<file path="src/rtl/whack_pkg.sv">
// Shared keypad geometry, key index type and index helper for the whack-a-mole front end.
package whack_pkg;

  localparam int unsigned NUM_KEYS = 16;
  localparam int unsigned KP_ROWS  = 4;
  localparam int unsigned KP_COLS  = 4;
  localparam int unsigned KEY_W    = 4;
  localparam int unsigned COL_W    = 2;

  typedef logic [KEY_W-1:0] key_idx_t;

  // Linear key number for a (row, col) position on the keypad.
  function automatic key_idx_t key_index(input int unsigned row, input int unsigned col);
    return KEY_W'(row * KP_COLS + col);
  endfunction

endpackage

</file>
<file path="src/rtl/key_debounce.sv">
// Per-key debouncer: the stable state flips only after DB_COUNT consecutive
// disagreeing samples; rise is a same-cycle strobe for the 0->1 flip.
module key_debounce #(
  parameter int unsigned DB_COUNT = 4
) (
  input  logic clk,
  input  logic rst,
  input  logic sample,
  input  logic raw,
  output logic stable,
  output logic rise
);

  localparam int unsigned CNT_W = (DB_COUNT > 1) ? $clog2(DB_COUNT + 1) : 1;

  logic [CNT_W-1:0] cnt;
  logic             flip_c;

  // This sample is the last disagreeing one needed to flip the stable state.
  assign flip_c = sample && (raw != stable) && (cnt == CNT_W'(DB_COUNT - 1));
  assign rise   = flip_c && raw;

  // Counter clears on agreement or on flip, otherwise counts disagreeing samples.
  always_ff @(posedge clk) begin
    if (rst) begin
      cnt    <= '0;
      stable <= 1'b0;
    end else if (sample) begin
      if (raw == stable) begin
        cnt <= '0;
      end else if (flip_c) begin
        stable <= raw;
        cnt    <= '0;
      end else begin
        cnt <= cnt + CNT_W'(1);
      end
    end
  end

endmodule

</file>
<file path="src/rtl/keypad_hit_scan.sv">
// Keypad front end: column scan, per-key debounce, press capture into a
// pending mask and lowest-index-first issue of single-cycle hit pulses.
module keypad_hit_scan
  import whack_pkg::*;
#(
  parameter int unsigned SCAN_CYCLES = 100000,
  parameter int unsigned DB_COUNT    = 4
) (
  input  logic                clk,
  input  logic                rst,
  input  logic                enable,
  input  logic [KP_ROWS-1:0]  kp_row,
  output logic [KP_COLS-1:0]  kp_col,
  output logic                hit,
  output key_idx_t            hit_index,
  output logic [NUM_KEYS-1:0] key_state
);

  localparam int unsigned TIMER_W = (SCAN_CYCLES > 1) ? $clog2(SCAN_CYCLES) : 1;

  logic [TIMER_W-1:0]  timer;
  logic [COL_W-1:0]    col_sel;
  logic [COL_W-1:0]    col_nxt_c;
  logic                at_end_c;
  logic [NUM_KEYS-1:0] rise_c;
  logic [NUM_KEYS-1:0] pending;
  logic [NUM_KEYS-1:0] clr_c;
  logic                pend_any_c;
  key_idx_t            low_c;

  assign at_end_c  = (timer == TIMER_W'(SCAN_CYCLES - 1));
  assign col_nxt_c = col_sel + COL_W'(1);

  // Dwell timer and column select; kp_col tracks col_sel with no lag.
  always_ff @(posedge clk) begin
    if (rst) begin
      timer   <= '0;
      col_sel <= '0;
      kp_col  <= 4'b1110;
    end else if (at_end_c) begin
      timer   <= '0;
      col_sel <= col_nxt_c;
      kp_col  <= ~(4'b0001 << col_nxt_c);
    end else begin
      timer <= timer + TIMER_W'(1);
    end
  end

  // One debouncer per key, sampled at the end of its column's dwell.
  for (genvar r = 0; r < KP_ROWS; r++) begin : g_row
    for (genvar c = 0; c < KP_COLS; c++) begin : g_col
      localparam int unsigned K = 32'(key_index(r, c));
      key_debounce #(
        .DB_COUNT(DB_COUNT)
      ) u_db (
        .clk    (clk),
        .rst    (rst),
        .sample (at_end_c && (col_sel == COL_W'(c))),
        .raw    (~kp_row[r]),
        .stable (key_state[K]),
        .rise   (rise_c[K])
      );
    end
  end

  // Lowest set pending bit wins.
  always_comb begin
    low_c = '0;
    for (int i = NUM_KEYS - 1; i >= 0; i--) begin
      if (pending[i]) low_c = KEY_W'(i);
    end
  end

  assign pend_any_c = |pending;
  assign clr_c      = pend_any_c ? (NUM_KEYS'(1) << low_c) : '0;

  // Pending capture and issue; a disabled game drops everything queued.
  always_ff @(posedge clk) begin
    if (rst) begin
      pending   <= '0;
      hit       <= 1'b0;
      hit_index <= '0;
    end else if (!enable) begin
      pending <= '0;
      hit     <= 1'b0;
    end else begin
      hit     <= pend_any_c;
      pending <= (pending & ~clr_c) | rise_c;
      if (pend_any_c) hit_index <= low_c;
    end
  end

endmodule

</file>
<file path="config.mk">
export PLATFORM = sky130hd
export DESIGN_NAME = keypad_hit_scan
export DESIGN_NICKNAME = d
export VERILOG_FILES = /design/src/rtl/whack_pkg.sv /design/src/rtl/key_debounce.sv /design/src/rtl/keypad_hit_scan.sv
export SDC_FILE = /design/constraint.sdc
export NUM_CORES = 1
export LEC_CHECK = 0
export CAP_MARGIN = 15
export CORE_ASPECT_RATIO = 0.5
export CORE_MARGIN = 1
export CORE_UTILIZATION = 51
export DETAILED_ROUTE_END_ITERATION = 10
export GPL_TIMING_DRIVEN = 0
export MAX_ROUTING_LAYER = met4
export PLACE_DENSITY = 0.71
export SETUP_SLACK_MARGIN = 0.2
export SYNTH_ARGS = -nofsm -noshare
export SYNTH_HDL_FRONTEND = slang
export SYNTH_HIERARCHICAL = 1
export SYNTH_SLANG_ARGS = --single-unit
</file>
<file path="constraint.sdc">
create_clock -name clk -period 6.39 [get_ports clk]
set_input_delay 1.917 -clock clk [delete_from_list [all_inputs] [get_ports clk]]
set_output_delay 1.917 -clock clk [all_outputs]
set_load 0.03 [all_outputs]
</file>
==> impl_metrics.yaml, run 1 <==
outcome:
  status: "completed"
worst_hold_path:
  hold_end: "g_row[0].g_col[2].u_db/cnt[2]"
  hold_path.class: "flip-flop to flip-flop"
  hold_path_depth: 2
  hp-start: "g_row[0].g_col[2].u_db/cnt[2]"
grt:
  antenna_found_initial: 0
  grt_max_degree: 39
  track_usage: 0.216
  grt_pass1_vias: 3648
  grt_pass1_wl_um: 17100
  overflow: 0
synthesis:
  ys_ff_latch: 108
  synth_top_area_cell: "dfxtp_1"
  synth_flop_cell: "dfxtp_1"
  ys_seq_area_frac: 0.424
  avgSynthCellArea_um2: 9.04
  synth_area_leaders: "dfxtp_1 42%, nand2b_1 10%, a21oi_1 6.3%"
  netlist.area_leader.share: 0.424
  ys_warn_count: 6
  synth-edff-count: 0
  synthesis.area_um2: 5100
  ys_types: 42
  synth_nets: 594
  async_flop_share: 0
  synth_cells: 564
routing:
  ant_nets: 0
  wl_um: 10100
  route.met3.wl_um: 327
  drc: 0
  drtIter0Drc: 233
  drt-met1-wl_um: 5250
  via_per_inst: 5.32
  routed.top_layer: "met4"
  vias: 3975
  wl_met2_um: 4360
  drtPass1Iterations: 4
  wl_per_cell_um: 13.5
sta:
  setup_viol: 0
  skew_ns: 0.00714
  drv_slew: 0
  holdWs_ns: 0.454
  relSlewSlack: 0.449
  grt_setup_unrepaired: "false"
  final.min_clock_period_ns: 3.36
  finalHoldViolations: 0
  post-route-period-util: 0.526
  max_freq_mhz: 298
  setup-tns-final_ns: 0
  tightestPinTransition_ns: 0.826
clock_network:
  postCtsSetupBuffers: 0
  clkTransAtPathRegs_ns: 0.07
  ctsResizeCount: 0
  clk_latency_ns: 0.34
  cts-root-buf: "clkbuf_16"
  cts_max_path_buffers: 2
  numCtsBuffers: 9
  cts_tree: "yes"
  cts_max_level: 3
  cts_hold_buf: 0
  cts_sinks: 108
worst_setup_path:
  start_kind: "flip-flop"
  critPathCaptureType: "primary output"
  r2r-start: "timer[14]"
  path_class: "flip-flop to primary output"
  cp_top_family: "buffers and inverters"
  critical_path_arrival_ns: 1.44
  timing.rr.end: "pending[8]"
  reg2reg_slack_ns: 3.21
  max_stage_delay_ns: 0.70
  crit_slowest_cell: "clkdlybuf4s50_1"
  critPathMaxFanout: 4
  rr_worst_depth: 8
  path_buf_inv: 1
  crit_required_ns: 4.47
  crit_chain: "clkdlybuf4s50_1"
placement:
  dp_hpwl_um: 6870
  place_congestion: 0.898
  io_buffers: 31
  dp.cells: 731
cells_and_area:
  layoutNonFillerInstCount: 747
  antenna_cells: 0
  final_cell_mix: "108 x dfxtp_1, 82 x nand2b_1, 69 x nor2_1"
  drive_above_1_share: 0.0408
  nFillCells: 849
  final_common_cell: "dfxtp_1"
  area_delta_synth_final_pct: 15.6
  final_net_count: 637
pwr:
  p_leak_uw: 0.00230
  power.density_nw_per_um2: 215
  vdd_ir_drop_max_mv: 0.137
floorplan:
  initial_core_util: 0.532
  die_h_um: 72.7
  die_w_um: 143
  ios: 32
  die-area_um2: 10400
  core_um2: 9570
  rows: 25
job:
  drv_cap: 0
## sequential cells by signal (all words and copies together), names as in the netlist
register	flops
g_row.g_col.u_db/cnt	48
g_row.g_col.u_db/stable	16
col_sel	2
hit	1
kp_col	4
hit_index	4
pending	16
timer	17
## layout make-up
cell class,count,area (um2),area share
buffer,7,40.0,0.00679
tap,135,169,0.0287
inverter,13,48.8,0.00828
timing repair buffer,32,333,0.0565
multi-input combinational,436,2850,0.483
clock inverter,4,48.8,0.00828
clock buffer,12,246,0.0418
sequential,108,2160,0.367
## per-stage QoR
stage          worst slack [ns]  instance area (um2)  power [uW]  utilization
3_3_place_gp               1.09                 5580         730        0.582
5_1_grt                    2.88                 5890        1310        0.616
4_1_cts                    3.01                 5890        1280        0.616
2_1_floorplan              3.72                 5100         712            -
3_5_place_dp               2.74                 5600         732        0.585
6_report                   3.03                 5890        1270        0.616
## where the power goes
group | internal [uW] | total, uW | switching [uW]
Sequential | 674 | 676 | 1.49
Clock | 314 | 549 | 235
Combinational | 14.4 | 40.1 | 25.7
Total | 1000 | 1270 | 262
## worst max path at each step
stage / start / endpoint / slack, ns / depth (start not counted)
2_1_floorplan: kp_row[0] / g_row[0].g_col[3].u_db/cnt[1] / 3.72 / 4
3_3_place_gp: rst / pending[12] / 1.09 / 5
3_5_place_dp: enable / pending[9] / 2.74 / 6
4_1_cts: g_row[2].g_col[2].u_db/stable / key_state[10] / 3.01 / 1
5_1_grt: enable / pending[11] / 2.88 / 6
6_report: g_row[3].g_col[1].u_db/stable / key_state[13] / 3.03 / 1
## layer usage
layer,global-route usage,vias up
met4,0.0674,0
met3,0.0446,11
li1,-,2061
met1,0.283,1853
met2,0.336,50
met5,-,-
## cells in the mapped netlist, types with 2 or more instances
cell type	number
dfxtp_1	108
a21oi_1	64
nand2_1	8
buf_4	3
nand4_1	4
nor3_1	4
and2_1	5
or4_1	6
inv_1	13
o21bai_1	2
xor2_1	27
nor3b_1	16
a31oi_1	8
nand4b_1	17
nand3b_1	16
nor4_1	3
nor2b_1	3
clkbuf_1	2
buf_2	2
o21ai_0	15
mux2i_1	17
ha_1	23
and4_1	2
or2_1	3
nor2_1	69
nand2b_1	82
nand3_1	23
xnor2_1	5
## logic make-up (layout without fill, tap and decap cells)
family                   Yosys count  count (layout)  share of synthesized area
AND/OR/NAND/NOR                  266             266                      0.305
multiplexers                      17              17                     0.0334
adder cells (fa/ha/maj)           23              23                     0.0565
XOR/XNOR                          32              32                     0.0550
AO/OA/AOI/OAI                     98              98                      0.108
buffers and inverters             20              68                     0.0174
flip-flops                       108             108                      0.424
No activity file was read; power rests on OpenSTA's default activity.
==> run 2: changes to the inputs <==
- PLACE_DENSITY: 0.71 -> 0.74
- clock period: 6.39 -> 2.8 ns (I/O delays scaled with it)
==> impl_metrics.yaml, run 2 (synthesis results as in run 1) <==
pwr:
  power.density_nw_per_um2: 481
  p_leak_uw: 0.00235
  p_total_uw: 2900
  vdd_ir_drop_max_mv: 0.321
floorplan:
  die-area_um2: 10400
  die_w_um: 143
  core_um2: 9570
  rows: 25
  ios: 32
  die_h_um: 72.7
  initial_core_util: 0.532
placement:
  dp_hpwl_um: 7040
  dp_slack_ns: -0.345
  dp.cells: 731
  place_congestion: 0.921
  io_buffers: 31
sta:
  finalHoldViolations: 0
  post-route-period-util: 0.884
  final.min_clock_period_ns: 2.48
  fin_ws_ns: 0.323
  setup_viol: 0
  skew_ns: 0.00686
  max_freq_mhz: 404
  drv_slew: 0
  grt_setup_unrepaired: "false"
  holdWs_ns: 0.456
  tightestPinTransition_ns: 0.650
  relSlewSlack: 0.567
clock_network:
  cts_max_path_buffers: 2
  cts_max_level: 3
  clk_latency_ns: 0.34
  clkTransAtPathRegs_ns: 0.07
  cts_hold_buf: 0
  numCtsBuffers: 9
  cts_sinks: 108
  cts-root-buf: "clkbuf_16"
  cts_tree: "yes"
cells_and_area:
  largest_register_ffs: 48
  nFillCells: 845
  final_common_cell: "dfxtp_1"
  final_cell_mix: "108 x dfxtp_1, 82 x nand2b_1, 69 x nor2_1"
  final_net_count: 646
  drive_above_1_share: 0.0806
  regMostFlops: "g_row.g_col.u_db/cnt"
  area_delta_synth_final_pct: 18.1
  top_regs: "g_row.g_col.u_db/cnt (48), timer (17)"
  antenna_cells: 0
  layoutNonFillerInstCount: 755
routing:
  wl_um: 11100
  wl_per_cell_um: 14.7
  drc: 0
  drtIter0Drc: 222
  drtPass1Iterations: 5
  vias: 4115
  ant_nets: 0
  via_per_inst: 5.45
worst_setup_path:
  start_kind: "flip-flop"
  crit_chain: "or4_1, nor4_4, buf_6, and2_4, nand3b_1, nor3b_2, o21ai_0, a31oi_1"
  max_stage_delay_ns: 0.58
  cp_top_family: "simple AND/OR/NAND/NOR gates"
  critPathMaxFanout: 12
  crit_slowest_cell: "or4_1"
  critPathCaptureType: "flip-flop"
  path_buf_inv: 1
  crit_required_ns: 3.07
  path_class: "flip-flop to flip-flop"
  critical_path_arrival_ns: 2.75
worst_hold_path:
  hold_path.class: "flip-flop to flip-flop"
grt:
  antenna_found_initial: 0
  track_usage: 0.212
  grt_pass1_wl_um: 16900
  grt_max_degree: 37
  overflow: 0
  grt_pass1_vias: 3595
outcome:
  status: "completed"
job:
  drv_cap: 0
## run 2: area by class of cell
type	instances	area, um2	share of cell area
clock buffers	10	239	0.0397
plain buffers	7	43.8	0.00728
multi-input cells	440	2940	0.489
well taps	135	169	0.0281
flip-flops and latches	108	2160	0.359
repair buffers	37	363	0.0603
inverters	13	48.8	0.00811
clock inverters	5	52.6	0.00873
## run 2: what timing repair did
item | 4_1_cts | 5_1_grt
endpoints found under the setup margin | 32 | 14
resized for setup | 15 | 5
gates cloned | 0 | 4
pin swaps | 2 | 7
buffers inserted | 0 | 5
## run 2: through the flow
step | TNS [ns] | cell area, um2 | utilization
floorplan | 0 | 5100 | -
global route | 0 | 6020 | 0.629
detailed placement | -3.11 | 5590 | 0.584
CTS | 0 | 5930 | 0.619
global placement | -80.58 | 5580 | 0.582
finish | 0 | 6020 | 0.629
## run 2: path summary, 6_finish.rpt
path / from / to / slack, ns / cells past startpoint
min: g_row[3].g_col[3].u_db/cnt[2] / g_row[3].g_col[3].u_db/cnt[2] / 0.46 / 2
min reg2reg: g_row[3].g_col[3].u_db/cnt[2] / g_row[3].g_col[3].u_db/cnt[2] / 0.46 / 2
max: timer[5] / pending[5] / 0.32 / 8
max reg2reg: timer[5] / pending[5] / 0.32 / 8
## run 2: tightest hold or removal path, delay by kind of cell (launching register included)
kind             cells  cell delay (ns)
AO/OA/AOI/OAI        1             0.04
flip-flops           1             0.31
AND/OR/NAND/NOR      1             0.07
## run 2: power by group
part	internal (uW)	total [uW]	switching, uW
Sequential	1540	1540	3.62
Clock	708	1260	553
Combinational	32.7	91.9	59.2
Total	2280	2900	616
## run 2: layer usage
metal,wire [um],vias to the layer above,GRT usage,share of wire
li1,-,2085,-,-
met2,5010,85,0.330,0.45
met1,5330,1929,0.270,0.48
met4,150,0,0.0792,0.014
met3,573,16,0.0525,0.052
met5,0,-,-,0
==> run 3: changes to the inputs <==
- ABC_CLOCK_PERIOD_IN_PS: not set -> 2800
- CORE_UTILIZATION: 51 -> 45
- PLACE_DENSITY: 0.74 -> 0.67
==> impl_metrics.yaml, run 3 (synthesis results as in run 1) <==
clock_network:
  numCtsBuffers: 9
  cts_max_path_buffers: 2
  cts_tree: "yes"
  cts_hold_buf: 0
  cts_sinks: 108
  clkTransAtPathRegs_ns: 0.07
  clk_latency_ns: 0.35
  cts-root-buf: "clkbuf_16"
  cts_max_level: 3
grt:
  antenna_found_initial: 0
  track_usage: 0.183
  grt_pass1_wl_um: 16800
  overflow: 0
  grt_max_degree: 41
  grt_pass1_vias: 3452
sta:
  drv_slew: 0
  fin_ws_ns: 0.350
  final.min_clock_period_ns: 2.45
  tightestPinTransition_ns: 0.623
  finalHoldViolations: 0
  grt_setup_unrepaired: "false"
  setup_viol: 0
  max_freq_mhz: 408
  post-route-period-util: 0.875
  holdWs_ns: 0.455
  relSlewSlack: 0.581
  skew_ns: 0.00940
floorplan:
  die_w_um: 152
  core_um2: 11000
  initial_core_util: 0.463
  ios: 32
  rows: 27
  die-area_um2: 11800
  die_h_um: 77.3
worst_setup_path:
  crit_chain: "or4_1, nor4_4, buf_6, and2_4, nand3b_1, nor3b_2, o21ai_0, a31oi_1"
  critical_path_arrival_ns: 2.72
  max_stage_delay_ns: 0.57
  crit_slowest_cell: "or4_1"
  timing.rr.end: "pending[4]"
  start_kind: "flip-flop"
  crit_required_ns: 3.07
  r2r-start: "timer[5]"
  critPathCaptureType: "flip-flop"
  critPathMaxFanout: 13
  reg2reg_slack_ns: 0.35
  rr_worst_depth: 8
  crit_end: "pending[4]"
  path_class: "flip-flop to flip-flop"
  cp-startpoint: "timer[5]"
routing:
  drtIter0Drc: 200
  vias: 4051
  via_per_inst: 5.29
  wl_um: 10800
  drc: 0
  drtPass1Iterations: 7
  ant_nets: 0
  wl_per_cell_um: 14.1
cells_and_area:
  drive_above_1_share: 0.0789
  final_common_cell: "dfxtp_1"
  largest_register_ffs: 48
  top_regs: "g_row.g_col.u_db/cnt (48), timer (17)"
  final_net_count: 646
  final_cell_mix: "108 x dfxtp_1, 82 x nand2b_1, 69 x nor2_1"
  antenna_cells: 0
  nFillCells: 988
  regMostFlops: "g_row.g_col.u_db/cnt"
  area_delta_synth_final_pct: 18.8
worst_hold_path:
  hold_path.class: "flip-flop to flip-flop"
pwr:
  power_switching_uw: 631
  p_int_uw: 2360
  p_leak_uw: 0.00236
  sw_frac_of_total: 0.211
  pwr-share-comb: 0.030
  clkPwrFrac: 0.453
  seqPwrFrac: 0.516
  vdd_ir_drop_max_mv: 0.305
  power.density_nw_per_um2: 493
placement:
  place_congestion: 0.876
  io_buffers: 31
  dp_hpwl_um: 6920
  dp_slack_ns: -0.318
outcome:
  status: "completed"
job:
  drv_cap: 0
==> run 3: how the worst min path moves through the flow <==
stage                                                to  cells after the start                     startpoint
final                     g_row[2].g_col[3].u_db/cnt[2]                      2  g_row[2].g_col[3].u_db/cnt[2]
after global placement    g_row[1].g_col[2].u_db/cnt[2]                      2  g_row[1].g_col[2].u_db/cnt[2]
after detailed placement  g_row[2].g_col[0].u_db/cnt[2]                      2  g_row[2].g_col[0].u_db/cnt[2]
after floorplan           g_row[0].g_col[0].u_db/cnt[2]                      2  g_row[0].g_col[0].u_db/cnt[2]
after global routing      g_row[0].g_col[1].u_db/cnt[2]                      2  g_row[0].g_col[1].u_db/cnt[2]
after CTS                 g_row[2].g_col[0].u_db/cnt[2]                      2  g_row[2].g_col[0].u_db/cnt[2]
==> run 3: power groups by stage <==
stage | clock network [uW] | logic [uW] | registers (uW)
4_1_cts | 1390 | 91.6 | 1540
3_3_place_gp | 0 | 89.8 | 1580
5_1_grt | 1450 | 102 | 1540
6_report | 1350 | 90.4 | 1540
3_5_place_dp | 0 | 90.3 | 1580
2_1_floorplan | 0 | 48.6 | 1580
==> run 3: timing repair <==
item | 4_1_cts | 5_1_grt
pin swaps | 1 | 7
endpoints found under the setup margin | 32 | 15
setup buffers | 0 | 5
cloned | 0 | 4
endpoints found under the hold margin | 0 | 0
resized for setup | 12 | 7
==> run 3: routing by layer <==
| metal | routed length (um) | vias to the layer above | track usage | share of wire |
|---|---|---|---|---|
| li1 | - | 2086 | - | - |
| met3 | 428 | 9 | 0.0492 | 0.040 |
| met5 | 0 | - | - | 0 |
| met4 | 85 | 0 | 0.0515 | 0.0079 |
| met1 | 5590 | 1895 | 0.240 | 0.52 |
| met2 | 4690 | 61 | 0.277 | 0.43 |
==> run 3: critical path: cells and delay by family (launching register included) <==
family / cells / cell delay [ns]
buf+inv: 1 / 0.19
compound gates: 2 / 0.27
flops: 1 / 0.34
simple gates: 5 / 1.56
==> run 3: per-stage QoR <==
stage / std cells / cell area (um2) / utilization / power (uW) / TNS, ns
2_1_floorplan: 564 / 5100 / - / 1630 / 0
3_3_place_gp: 740 / 5590 / 0.507 / 1670 / -89.28
3_5_place_dp: 741 / 5600 / 0.509 / 1670 / -2.90
4_1_cts: 757 / 5950 / 0.540 / 3020 / 0
5_1_grt: 766 / 6050 / 0.550 / 3090 / 0
6_report: 766 / 6050 / 0.550 / 2990 / 0
==> run 3: layout make-up <==
type                    count  area (um2)  share of cell area
plain buffers               7        43.8             0.00724
flip-flops and latches    108        2160               0.357
clock inverters             6        88.8              0.0147
repair buffers             37         363              0.0600
well taps                 145         181              0.0300
clock buffers              10         229              0.0378
inverters                  13        48.8             0.00806
multi-input cells         440        2940               0.485
